File: src/rtl/aru_seq_if.sv
// -----------------------------------------------------------------------------
// aru_seq_if -- request/result bundle for the aru_seq arithmetic unit.
//
// Signals (names follow the unit's port list):
//   start      request strobe, accepted only while busy=0
//   op[1:0]    00 ADD, 01 SUB, 10 MUL, 11 NOP
//   in0, in1   WIDTH-bit operands (two's complement)
//   busy       MUL iteration in progress
//   done       one-cycle completion pulse
//   res        registered result
//   Z/N/C/V    registered zero/negative/carry/overflow flags
//
// Modports: master = controller side (drives request), slave = aru_seq.
// -----------------------------------------------------------------------------
interface aru_seq_if #(
    parameter int WIDTH = 16
) ();
    logic             start;
    logic [1:0]       op;
    logic [WIDTH-1:0] in0;
    logic [WIDTH-1:0] in1;
    logic             busy;
    logic             done;
    logic [WIDTH-1:0] res;
    logic             Z;
    logic             N;
    logic             C;
    logic             V;

    modport master (
        output start, op, in0, in1,
        input  busy, done, res, Z, N, C, V
    );

    modport slave (
        input  start, op, in0, in1,
        output busy, done, res, Z, N, C, V
    );
endinterface

File: src/rtl/aru_seq.sv
// -----------------------------------------------------------------------------
// aru_seq -- registered arithmetic unit: ADD, SUB, NOP in one cycle, unsigned
// MUL_W x MUL_W multiply-low by iterative shift-add over MUL_W cycles.
//
// Ports:
//   clk     rising-edge clock
//   rst_n   synchronous active-low reset
//   bus     aru_seq_if.slave: start/op/in0/in1 in; busy/done/res/Z/N/C/V out
//
// Parameters:
//   WIDTH   operand/result width (>= 4)
//   MUL_W   multiplier operand width, 2*MUL_W <= WIDTH; the product of
//           in0[MUL_W-1:0] and in1[MUL_W-1:0] is zero-extended into res.
// -----------------------------------------------------------------------------
module aru_seq #(
    parameter int WIDTH = 16,
    parameter int MUL_W = WIDTH / 2
) (
    input  logic        clk,
    input  logic        rst_n,
    aru_seq_if.slave    bus
);

    localparam int PW = 2 * MUL_W;           // full product width
    localparam int CW = $clog2(MUL_W + 1);   // iteration counter width

    typedef enum logic {
        S_IDLE = 1'b0,
        S_MUL  = 1'b1
    } state_t;

    typedef enum logic [1:0] {
        OP_ADD = 2'b00,
        OP_SUB = 2'b01,
        OP_MUL = 2'b10,
        OP_NOP = 2'b11
    } op_t;

    // ---------------- state and datapath registers ----------------
    state_t           r_state;
    logic [PW-1:0]    r_acc;
    logic [PW-1:0]    r_mcand;
    logic [MUL_W-1:0] r_mplier;
    logic [CW-1:0]    r_cnt;
    logic [WIDTH-1:0] r_res;
    logic             r_z, r_n, r_c, r_v;
    logic             r_done;

    // ---------------- next-state values ----------------
    state_t           w_state_nxt;
    logic [PW-1:0]    w_acc_nxt;
    logic [PW-1:0]    w_mcand_nxt;
    logic [MUL_W-1:0] w_mplier_nxt;
    logic [CW-1:0]    w_cnt_nxt;
    logic [WIDTH-1:0] w_res_nxt;
    logic             w_z_nxt, w_n_nxt, w_c_nxt, w_v_nxt;
    logic             w_done_nxt;

    // ---------------- combinational datapath ----------------
    op_t              w_op;
    logic             w_is_sub;
    logic [WIDTH-1:0] w_b_eff;
    logic [WIDTH:0]   w_sum;
    logic             w_ovf;
    logic [PW-1:0]    w_acc_step;
    logic             w_last;

    assign w_op     = op_t'(bus.op);
    assign w_is_sub = (w_op == OP_SUB);

    // SUB is ADD of the inverted operand with carry-in 1, so the carry out
    // reads as "no borrow" and one adder serves both ops.
    assign w_b_eff = w_is_sub ? ~bus.in1 : bus.in1;
    assign w_sum   = {1'b0, bus.in0} + {1'b0, w_b_eff} + {{WIDTH{1'b0}}, w_is_sub};

    // Overflow against the effective addend covers both cases: for SUB,
    // sign(a) != sign(b) is the same as sign(a) == sign(~b).
    assign w_ovf = (bus.in0[WIDTH-1] == w_b_eff[WIDTH-1]) &&
                   (w_sum[WIDTH-1] != bus.in0[WIDTH-1]);

    assign w_acc_step = r_acc + (r_mplier[0] ? r_mcand : {PW{1'b0}});
    assign w_last     = (r_cnt == CW'(MUL_W - 1));

    // ---------------- state register ----------------
    always_ff @(posedge clk) begin
        if (!rst_n) begin
            r_state  <= S_IDLE;
            r_acc    <= '0;
            r_mcand  <= '0;
            r_mplier <= '0;
            r_cnt    <= '0;
            r_res    <= '0;
            r_z      <= 1'b0;
            r_n      <= 1'b0;
            r_c      <= 1'b0;
            r_v      <= 1'b0;
            r_done   <= 1'b0;
        end else begin
            r_state  <= w_state_nxt;
            r_acc    <= w_acc_nxt;
            r_mcand  <= w_mcand_nxt;
            r_mplier <= w_mplier_nxt;
            r_cnt    <= w_cnt_nxt;
            r_res    <= w_res_nxt;
            r_z      <= w_z_nxt;
            r_n      <= w_n_nxt;
            r_c      <= w_c_nxt;
            r_v      <= w_v_nxt;
            r_done   <= w_done_nxt;
        end
    end

    // ---------------- next-state / output logic ----------------
    always_comb begin
        w_state_nxt  = r_state;
        w_acc_nxt    = r_acc;
        w_mcand_nxt  = r_mcand;
        w_mplier_nxt = r_mplier;
        w_cnt_nxt    = r_cnt;
        w_res_nxt    = r_res;
        w_z_nxt      = r_z;
        w_n_nxt      = r_n;
        w_c_nxt      = r_c;
        w_v_nxt      = r_v;
        w_done_nxt   = 1'b0;

        unique case (r_state)
            S_IDLE: begin
                if (bus.start) begin
                    unique case (w_op)
                        OP_ADD, OP_SUB: begin
                            w_res_nxt  = w_sum[WIDTH-1:0];
                            w_c_nxt    = w_sum[WIDTH];
                            w_v_nxt    = w_ovf;
                            w_done_nxt = 1'b1;
                        end
                        OP_NOP: begin
                            w_res_nxt  = '0;
                            w_c_nxt    = 1'b0;
                            w_v_nxt    = 1'b0;
                            w_done_nxt = 1'b1;
                        end
                        OP_MUL: begin
                            w_state_nxt  = S_MUL;
                            w_acc_nxt    = '0;
                            w_mcand_nxt  = PW'(bus.in0[MUL_W-1:0]);
                            w_mplier_nxt = bus.in1[MUL_W-1:0];
                            w_cnt_nxt    = '0;
                        end
                        default: ;
                    endcase
                end
            end

            S_MUL: begin
                // start is ignored here; res/flags hold until the last step.
                w_acc_nxt    = w_acc_step;
                w_mcand_nxt  = {r_mcand[PW-2:0], 1'b0};
                w_mplier_nxt = r_mplier >> 1;
                w_cnt_nxt    = r_cnt + CW'(1);
                if (w_last) begin
                    w_res_nxt   = WIDTH'(w_acc_step);
                    w_c_nxt     = 1'b0;
                    w_v_nxt     = 1'b0;
                    w_done_nxt  = 1'b1;
                    w_state_nxt = S_IDLE;
                end
            end

            default: w_state_nxt = S_IDLE;
        endcase

        // Z/N always follow the freshly written result.
        if (w_done_nxt) begin
            w_z_nxt = (w_res_nxt == '0);
            w_n_nxt = w_res_nxt[WIDTH-1];
        end
    end

    // ---------------- outputs ----------------
    assign bus.busy = (r_state == S_MUL);
    assign bus.done = r_done;
    assign bus.res  = r_res;
    assign bus.Z    = r_z;
    assign bus.N    = r_n;
    assign bus.C    = r_c;
    assign bus.V    = r_v;

endmodule

File: src/flat_wrapper.sv
// flat-port wrapper written by rule: the top's interface ports become plain ports
module aru_seq_flat 
#(
    parameter int WIDTH = 16,
    parameter int MUL_W = WIDTH / 2
)
  (clk, rst_n, bus_start, bus_op, bus_in0, bus_in1, bus_busy, bus_done, bus_res, bus_Z, bus_N, bus_C, bus_V);
  aru_seq_if #(.WIDTH(WIDTH)) bus_i ();
  input  logic clk;
  input  logic rst_n;
  input wire logic [$bits(bus_i.start)-1:0] bus_start;
  input wire logic [$bits(bus_i.op)-1:0] bus_op;
  input wire logic [$bits(bus_i.in0)-1:0] bus_in0;
  input wire logic [$bits(bus_i.in1)-1:0] bus_in1;
  output wire logic [$bits(bus_i.busy)-1:0] bus_busy;
  output wire logic [$bits(bus_i.done)-1:0] bus_done;
  output wire logic [$bits(bus_i.res)-1:0] bus_res;
  output wire logic [$bits(bus_i.Z)-1:0] bus_Z;
  output wire logic [$bits(bus_i.N)-1:0] bus_N;
  output wire logic [$bits(bus_i.C)-1:0] bus_C;
  output wire logic [$bits(bus_i.V)-1:0] bus_V;
  assign bus_i.start = bus_start;
  assign bus_i.op = bus_op;
  assign bus_i.in0 = bus_in0;
  assign bus_i.in1 = bus_in1;
  assign bus_busy = bus_i.busy;
  assign bus_done = bus_i.done;
  assign bus_res = bus_i.res;
  assign bus_Z = bus_i.Z;
  assign bus_N = bus_i.N;
  assign bus_C = bus_i.C;
  assign bus_V = bus_i.V;
  aru_seq #(.WIDTH(WIDTH), .MUL_W(MUL_W)) u_core (.clk(clk), .rst_n(rst_n), .bus(bus_i));
endmodule
File: config.mk
export PLATFORM = sky130hd
export DESIGN_NAME = aru_seq_flat
export DESIGN_NICKNAME = d
export VERILOG_FILES = /design/src/rtl/aru_seq_if.sv /design/src/rtl/aru_seq.sv /design/src/flat_wrapper.sv
export SDC_FILE = /design/constraint.sdc
export NUM_CORES = 1
export LEC_CHECK = 0
export CORE_ASPECT_RATIO = 1.5
export CORE_UTILIZATION = 35
export CTS_CLUSTER_DIAMETER = 60
export DETAILED_ROUTE_END_ITERATION = 10
export PLACE_DENSITY = 0.59
export SLEW_MARGIN = 20
export SYNTH_ARGS = -nofsm -noshare
export SYNTH_HDL_FRONTEND = slang
export SYNTH_SLANG_ARGS = --single-unit
File: constraint.sdc
create_clock -name clk -period 4.8 [get_ports clk]
set_clock_uncertainty 0.2 [all_clocks]
set_input_delay 0.96 -clock clk [delete_from_list [all_inputs] [get_ports clk]]
set_output_delay 0.96 -clock clk [all_outputs]
set_load 0.05 [all_outputs]
==> metrics.md, run 1 <==
| Metric | Value |
|---|---|
| Vias in the first global route | 4234 |
| Crit start category | input port |
| Dpl hpwl | 9550 µm |
| FMAX | 0.246 GHz |
| Clock Power Share | 39.8% |
| Root Buffer | clkbuf_16 |
| Final ANT Viol Nets | 0 |
| RSZ-0062 raised after global routing | false |
| Number of cell rows | 51 |
| Layout cells sized above 1 | 5.63% |
| Post-Syn Nets | 662 |
| Slowest library cell on the worst path | clkdlybuf4s50_1 |
| Post-synthesis area per instance | 7.98 µm² |
| R2r setup slk | 1.36 ns |
| CTS sink count | 66 |
| Rel. slew slack | 51.6% |
| Vias | 4364 |
| 1st-iter DRT viols | 169 |
| Core ar. | 0.0130 mm² |
| Synth Warn # | 0 |
| Die W | 96.7 µm |
| Area contributors post-synth | dfxtp_1 28%, ha_1 8.8%, nand2_1 7.2% |
| Signal arrival time at the worst endpoint | 4.13 ns |
| Synth unique cells | 67 |
| Yosys top cell by area | dfxtp_1 |
| Vias/cell | 5.47 |
| Starting density of the core | 36.1% |
| Nets@finish | 706 |
| Internal Power | 0.00116 W |
| Clk buf depth | 2 |
| Cell with the most instances after synthesis | nand2_1 |
| Synth-to-layout area growth | 20.8% |
| VDD IR max | 0.159 mV |
| Seq/Total Area, Yosys | 28.1% |
| Number of flops mapped to enable cells by yosys | 0 |
| Antenna violations before repair | 0 |
| Post-synthesis compound-gate area fraction | 22.8% |
| Worst Path Required | 4.86 ns |
| Largest net degree at the start of global routing | 65 |
| Cell depth of the worst flop-to-flop path | 11 |
| H-Tree Depth | 3 |
| Hold Path Class | reg2reg |
| XOR/XNOR share of the synthesized area | 7.82% |
| Async SR Flop Fraction | 0% |
| Reg2reg start | u_core.r_mplier[0] |
| CP Buf/Inv Count | 2 |
| TritonCTS buffer count | 9 |
| First-pass GRT wire length | 20400 µm |
| Most frequent cells after synthesis | 90 x nand2_1, 66 x dfxtp_1, 40 x a21oi_1 |
| Gate power share | 25.1% |
| Maxcap violations | 0 |
| Synth top area share | 28.1% |
| Seq cells post-synth | 66 |
| GRT Util Overall | 18.3% |
| Worst hold start | u_core.bus.res[15] |
| Final min period | 4.07 ns |
| Worst setup EP type | flip-flop |
| Drt wl/cell | 15.7 µm |
| Post-CTS Setup Bufs | 0 |
| Critical path type | in2reg |
| Hold Path End | u_core.bus.res[15] |
| RR Endpoint | u_core.bus.Z |
| Die Y | 144 µm |
| Setup TNS | 0 ns |
| Worst-path clk slew | 0.06 ns |
| PortBufs | 58 |
| Drt pass-1 iters | 4 |
| CP top delay family | compound AO/OA/AOI/OAI gates |
| Largest family of logic cells by synthesized area | simple AND/OR/NAND/NOR gates |
| Die area | 0.0139 mm² |
| Post-synth top flop | dfxtp_1 |
| Leakage Power | 2.29 nW |
| Sw frac | 31.4% |
| Critical path depth | 14 |
| Final WL | 12500 µm |
| Post-Synthesis Cells | 590 |
| NetSw | 0.000529 W |
| CTS tree | done |
| Cell area after layout | 0.00569 mm² |
| Simple-gate share of the synthesized area | 27.1% |
| Clk_lat worst skew | 0.34 ns |
| Netlist Area Pre-Place | 0.00471 mm² |
| Post-route DRC | 0 |
| CP max FO | 14 |
| Final Setup Violations | 0 |
| Final Cycle Share | 84.7% |
| Num ports | 59 |
| Hold violation count in the final report | 0 |
| Max-slew violations | 0 |
| Post-DP Area | 0.00538 mm² |
| Reg power frac | 35.1% |
| P per Cell Area | 297 mW/mm² |
| Worst Tran Pin Value | 0.726 ns |
| Mux share of post-synthesis cell area | 0.638% |
| Status | finished clean |
| Post-Synth Adder-Cell Area | 9.63% |
| Crit path cell chain | clkdlybuf4s50_1 > nand2b_1 > buf_4 > xnor2_1 > ha_1 > a211oi_1 > o211ai_1 > o211ai_2 > o21bai_1 > xor2_1 > a222oi_1 > o2111a_1 > nand4_1 > o31ai_2 |
| Hold slack | 0.252 ns |
| RD Place Congestion | 0.992 |
| Post-CTS Resized | 0 |
| Antenna Diode Count | 0 |
| Hold Buf Count CTS | 0 |
| Grt total ovfl | 0 |
| CP peak stage delay | 0.52 ns |
| Hold Path Depth | 2 |
## worst min-delay path: cells and delay by family, from the launching register on
kind / cells / cell delay, ns
DFF: 1 / 0.31
and+or+nand+nor: 1 / 0.05
AOI/OAI and AO/OA: 1 / 0.05
## cell usage in the layout, fill, tap and decap left out, drive strengths merged, types with 3 or more instances in the layout
| master | count |
|---|---|
| nand2 | 90 |
| dfxtp | 66 |
| clkdlybuf4s50 | 58 |
| a21oi | 41 |
| o21ai | 37 |
| and2 | 35 |
| ha | 33 |
| xnor2 | 32 |
| nand3 | 30 |
| nor2 | 22 |
| nor2b | 21 |
| o211a | 14 |
| xor2 | 10 |
| nor3 | 9 |
| clkbuf | 9 |
| and3 | 8 |
| buf | 8 |
| o211ai | 8 |
| a22oi | 7 |
| a21o | 7 |
| inv | 7 |
| a31oi | 6 |
| a21boi | 6 |
| nand2b | 5 |
| a222oi | 5 |
| or3 | 4 |
| nand4 | 4 |
| a211oi | 4 |
| mux2i | 3 |
| o22ai | 3 |
| nand4b | 3 |
| o21a | 3 |
| clkinvlp | 3 |
| and2b | 3 |
| o31ai | 3 |
## worst max-delay path by stage
stage | start | to
after global routing | bus_op[1] | u_core.bus.Z
after detailed placement | bus_op[1] | u_core.bus.Z
after global placement | bus_op[1] | u_core.bus.Z
after CTS | bus_op[1] | u_core.bus.Z
after floorplan | bus_op[1] | u_core.bus.Z
final | bus_op[0] | u_core.bus.Z
## power groups by stage
stage | Sequential [W] | Clock (W) | Combinational [W]
detailed placement | 0.000605 | 0 | 0.000424
global route | 0.000595 | 0.000711 | 0.000463
floorplan | 0.000649 | 0 | 0.000251
finish | 0.000592 | 0.000672 | 0.000423
global placement | 0.000604 | 0 | 0.000420
CTS | 0.000592 | 0.000687 | 0.000426
## kinds of logic (layout without fill, tap and decap cells)
kind of cell,after synthesis,count (layout)
compound gates,156,156
xor+xnor,42,42
fa+ha+maj,35,35
buf+inv,39,88
flops,66,66
mux,3,3
simple gates,249,249
## registers in the layout, indices dropped and copies added (netlist names)
name             count
u_core.bus.Z         1
u_core.bus.res      16
u_core.r_acc        16
u_core.bus.N         1
u_core.bus.V         1
u_core.bus.C         1
u_core.bus.done      1
u_core.r_cnt         4
u_core.r_mplier      8
u_core.bus.busy      1
u_core.r_mcand      16
## metal layers
metal  up-vias  wire, µm  track usage [%]
met3        19       335             3.14
met5         -         0                0
met2        69      6630             34.1
met1      2075      5220             20.0
li1       2201         -                -
met4         0       350             9.11
## layout make-up
type / instances / area, µm²
Fill cell: 1357 / 7330
Multi-Input combinational cell: 485 / 3200
Sequential cell: 66 / 1320
Timing Repair Buffer: 66 / 641
Clock buffer: 9 / 225
Tap cell: 159 / 199
Clock inverter: 7 / 78.8
Inverter: 6 / 22.5
## through the flow
stage	instances	total power, W	setup WS (ns)	utilization, %
2_1_floorplan	590	0.000899	0.752	-
3_3_place_gp	782	0.00102	0.446	41.3
3_5_place_dp	782	0.00103	0.380	41.3
4_1_cts	798	0.00171	0.730	43.7
5_1_grt	798	0.00177	0.484	43.7
6_report	798	0.00169	0.732	43.7
Note: power is estimated with default switching activity, not from simulation.
==> run 2: changes to the inputs <==
clock period = 4.1 ns   (was 4.8 ns; I/O delays follow)
==> metrics.md, run 2 (synthesis gave the netlist of run 1 again) <==
| Metric | Value |
|---|---|
| Status | finished clean (unchanged) |
| Largest net degree at the start of global routing | 65 (unchanged) |
| RD Place Congestion | 0.950 (was 0.992) |
| Worst Path Required | 4.15 ns (was 4.86 ns) |
| Worst Tran Pin Value | 0.723 ns (was 0.726 ns) |
| Maxcap violations | 0 (unchanged) |
| Hold violation count in the final report | 0 (unchanged) |
| Most frequent cells in the layout | 90 x nand2_1, 66 x dfxtp_1, 58 x clkdlybuf4s50_1 (unchanged) |
| Worst setup EP type | flip-flop (unchanged) |
| First-pass GRT wire length | 20500 µm (was 20400 µm) |
| Worst-path clk slew | 0.05 ns (was 0.06 ns) |
| RSZ-0062 raised after global routing | false (unchanged) |
| Final ANT Viol Nets | 0 (unchanged) |
| Number of cell rows | 51 (unchanged) |
| Commonest non-fill, non-tap cell in the layout | nand2_1 (unchanged) |
| Crit start category | input port (unchanged) |
| Signal arrival time at the worst endpoint | 3.90 ns (was 4.13 ns) |
| Synth-to-layout area growth | 22.5% (was 20.8%) |
| Drt pass-1 iters | 5 (was 4) |
| Total power | 0.00193 W (was 0.00169 W) |
| Hold Path Depth | 2 (unchanged) |
| Antenna violations before repair | 0 (unchanged) |
| Nets@finish | 721 (was 706) |
| Vias in the first global route | 4193 (was 4234) |
| Vias | 4399 (was 4364) |
| PortBufs | 58 (unchanged) |
| Final Setup Violations | 0 (unchanged) |
| FMAX | 0.260 GHz |
| Root Buffer | clkbuf_16 (unchanged) |
| Starting density of the core | 36.1% (unchanged) |
| GRT Util Overall | 18.6% (was 18.3%) |
| Die Y | 144 µm (unchanged) |
| Critical path type | in2reg (unchanged) |
| Max-slew violations | 0 (unchanged) |
| P per Cell Area | 335 mW/mm² (was 297 mW/mm²) |
| Hold Path Class | reg2reg (unchanged) |
| Grt total ovfl | 0 (unchanged) |
| CP max FO | 6 (was 14) |
| Final worst-path setup slack | 0.252 ns (was 0.732 ns) |
| Cell depth of the worst flop-to-flop path | 12 (was 11) |
| Final WL | 12900 µm (was 12500 µm) |
| Post-CTS Resized | 0 (unchanged) |
| 1st-iter DRT viols | 214 (was 169) |
| Antenna Diode Count | 0 (unchanged) |
| H-Tree Depth | 3 (unchanged) |
| Post-CTS Setup Bufs | 0 (unchanged) |
| Pre-CTS setup slack | -0.0550 ns (was 0.380 ns) |
| Rel. slew slack | 51.8% (was 51.6%) |
| TritonCTS buffer count | 9 (unchanged) |
| Drt wl/cell | 15.8 µm (was 15.7 µm) |
| Layout cells sized above 1 | 7.50% (was 5.63%) |
| Num ports | 59 (unchanged) |
| Dpl hpwl | 9750 µm (was 9550 µm) |
| Hold Buf Count CTS | 0 (unchanged) |
| Clk buf depth | 2 (unchanged) |
| Die area | 0.0139 mm² (unchanged) |
| Leakage Power | 2.36 nW (was 2.29 nW) |
| VDD IR max | 0.154 mV (was 0.159 mV) |
| CTS sink count | 66 (unchanged) |
| Vias/cell | 5.42 (was 5.47) |
| CTS tree | done (unchanged) |
| Die W | 96.7 µm (unchanged) |
| Final Cycle Share | 93.9% |
| Core ar. | 0.0130 mm² (unchanged) |
| Post-route DRC | 0 (unchanged) |
| Final min period | 3.85 ns |
| Clk_lat worst skew | 0.34 ns (about the same) |
-- run 2: cell type report --
class / count / area (µm²)
tap: 159 / 199
clock inverter: 3 / 15.0
clock buffer: 12 / 256
sequential: 66 / 1320
timing repair buffer: 81 / 753
multi-input combinational: 485 / 3200
inverter: 6 / 22.5
fill: 1295 / 7250
-- run 2: power by group --
part           switching, W  leakage (nW)  internal, W
clock              0.000284         0.138     0.000435
sequential        0.0000237         0.536     0.000672
combinational      0.000288          1.69     0.000231
-- run 2: worst max-delay path, cell delays in order --
cell and delay (ns):
clkdlybuf4s50_1 0.52, nand2b_1 0.11, buf_4 0.18, xnor2_1 0.12, ha_1 0.31, a211oi_1 0.33
o211ai_1 0.17, o211ai_2 0.11, o21bai_1 0.11, xor2_1 0.15, a222oi_1 0.40, o2111a_1 0.25
nand4_1 0.13, o31ai_2 0.21
-- run 2: worst paths after layout --
kind / startpoint / slack (ns) / endpoint
max reg2reg: u_core.r_mplier[0] / 0.58 / u_core.bus.Z
max: bus_op[0] / 0.25 / u_core.bus.Z
min: u_core.bus.res[15] / 0.25 / u_core.bus.res[15]
min reg2reg: u_core.bus.res[15] / 0.25 / u_core.bus.res[15]
-- run 2: routing by layer --
layer  global-route usage [%]  part of all wire, %  vias to the layer above
met5                        0                    0                        -
li1                         -                    -                     2245
met2                     35.0                   53                       78
met1                     19.9                   40                     2053
met4                     9.90                  3.4                        0
met3                     2.85                  3.1                       23
-- run 2: metrics by stage --
| stage | cell area [µm²] | hold slack [ns] | util (%) | TNS (ns) | cells |
|---|---|---|---|---|---|
| finish | 5770 | 0.251 | 44.3 | 0 | 812 |
| global route | 5770 | 0.281 | 44.3 | 0 | 812 |
| CTS | 5770 | 0.256 | 44.3 | 0 | 812 |
| detailed placement | 5500 | 0.248 | 42.2 | -0.0550 | 797 |
| global placement | 5500 | 0.241 | 42.2 | 0 | 797 |
| floorplan | 4710 | 0.234 | - | 0 | 590 |
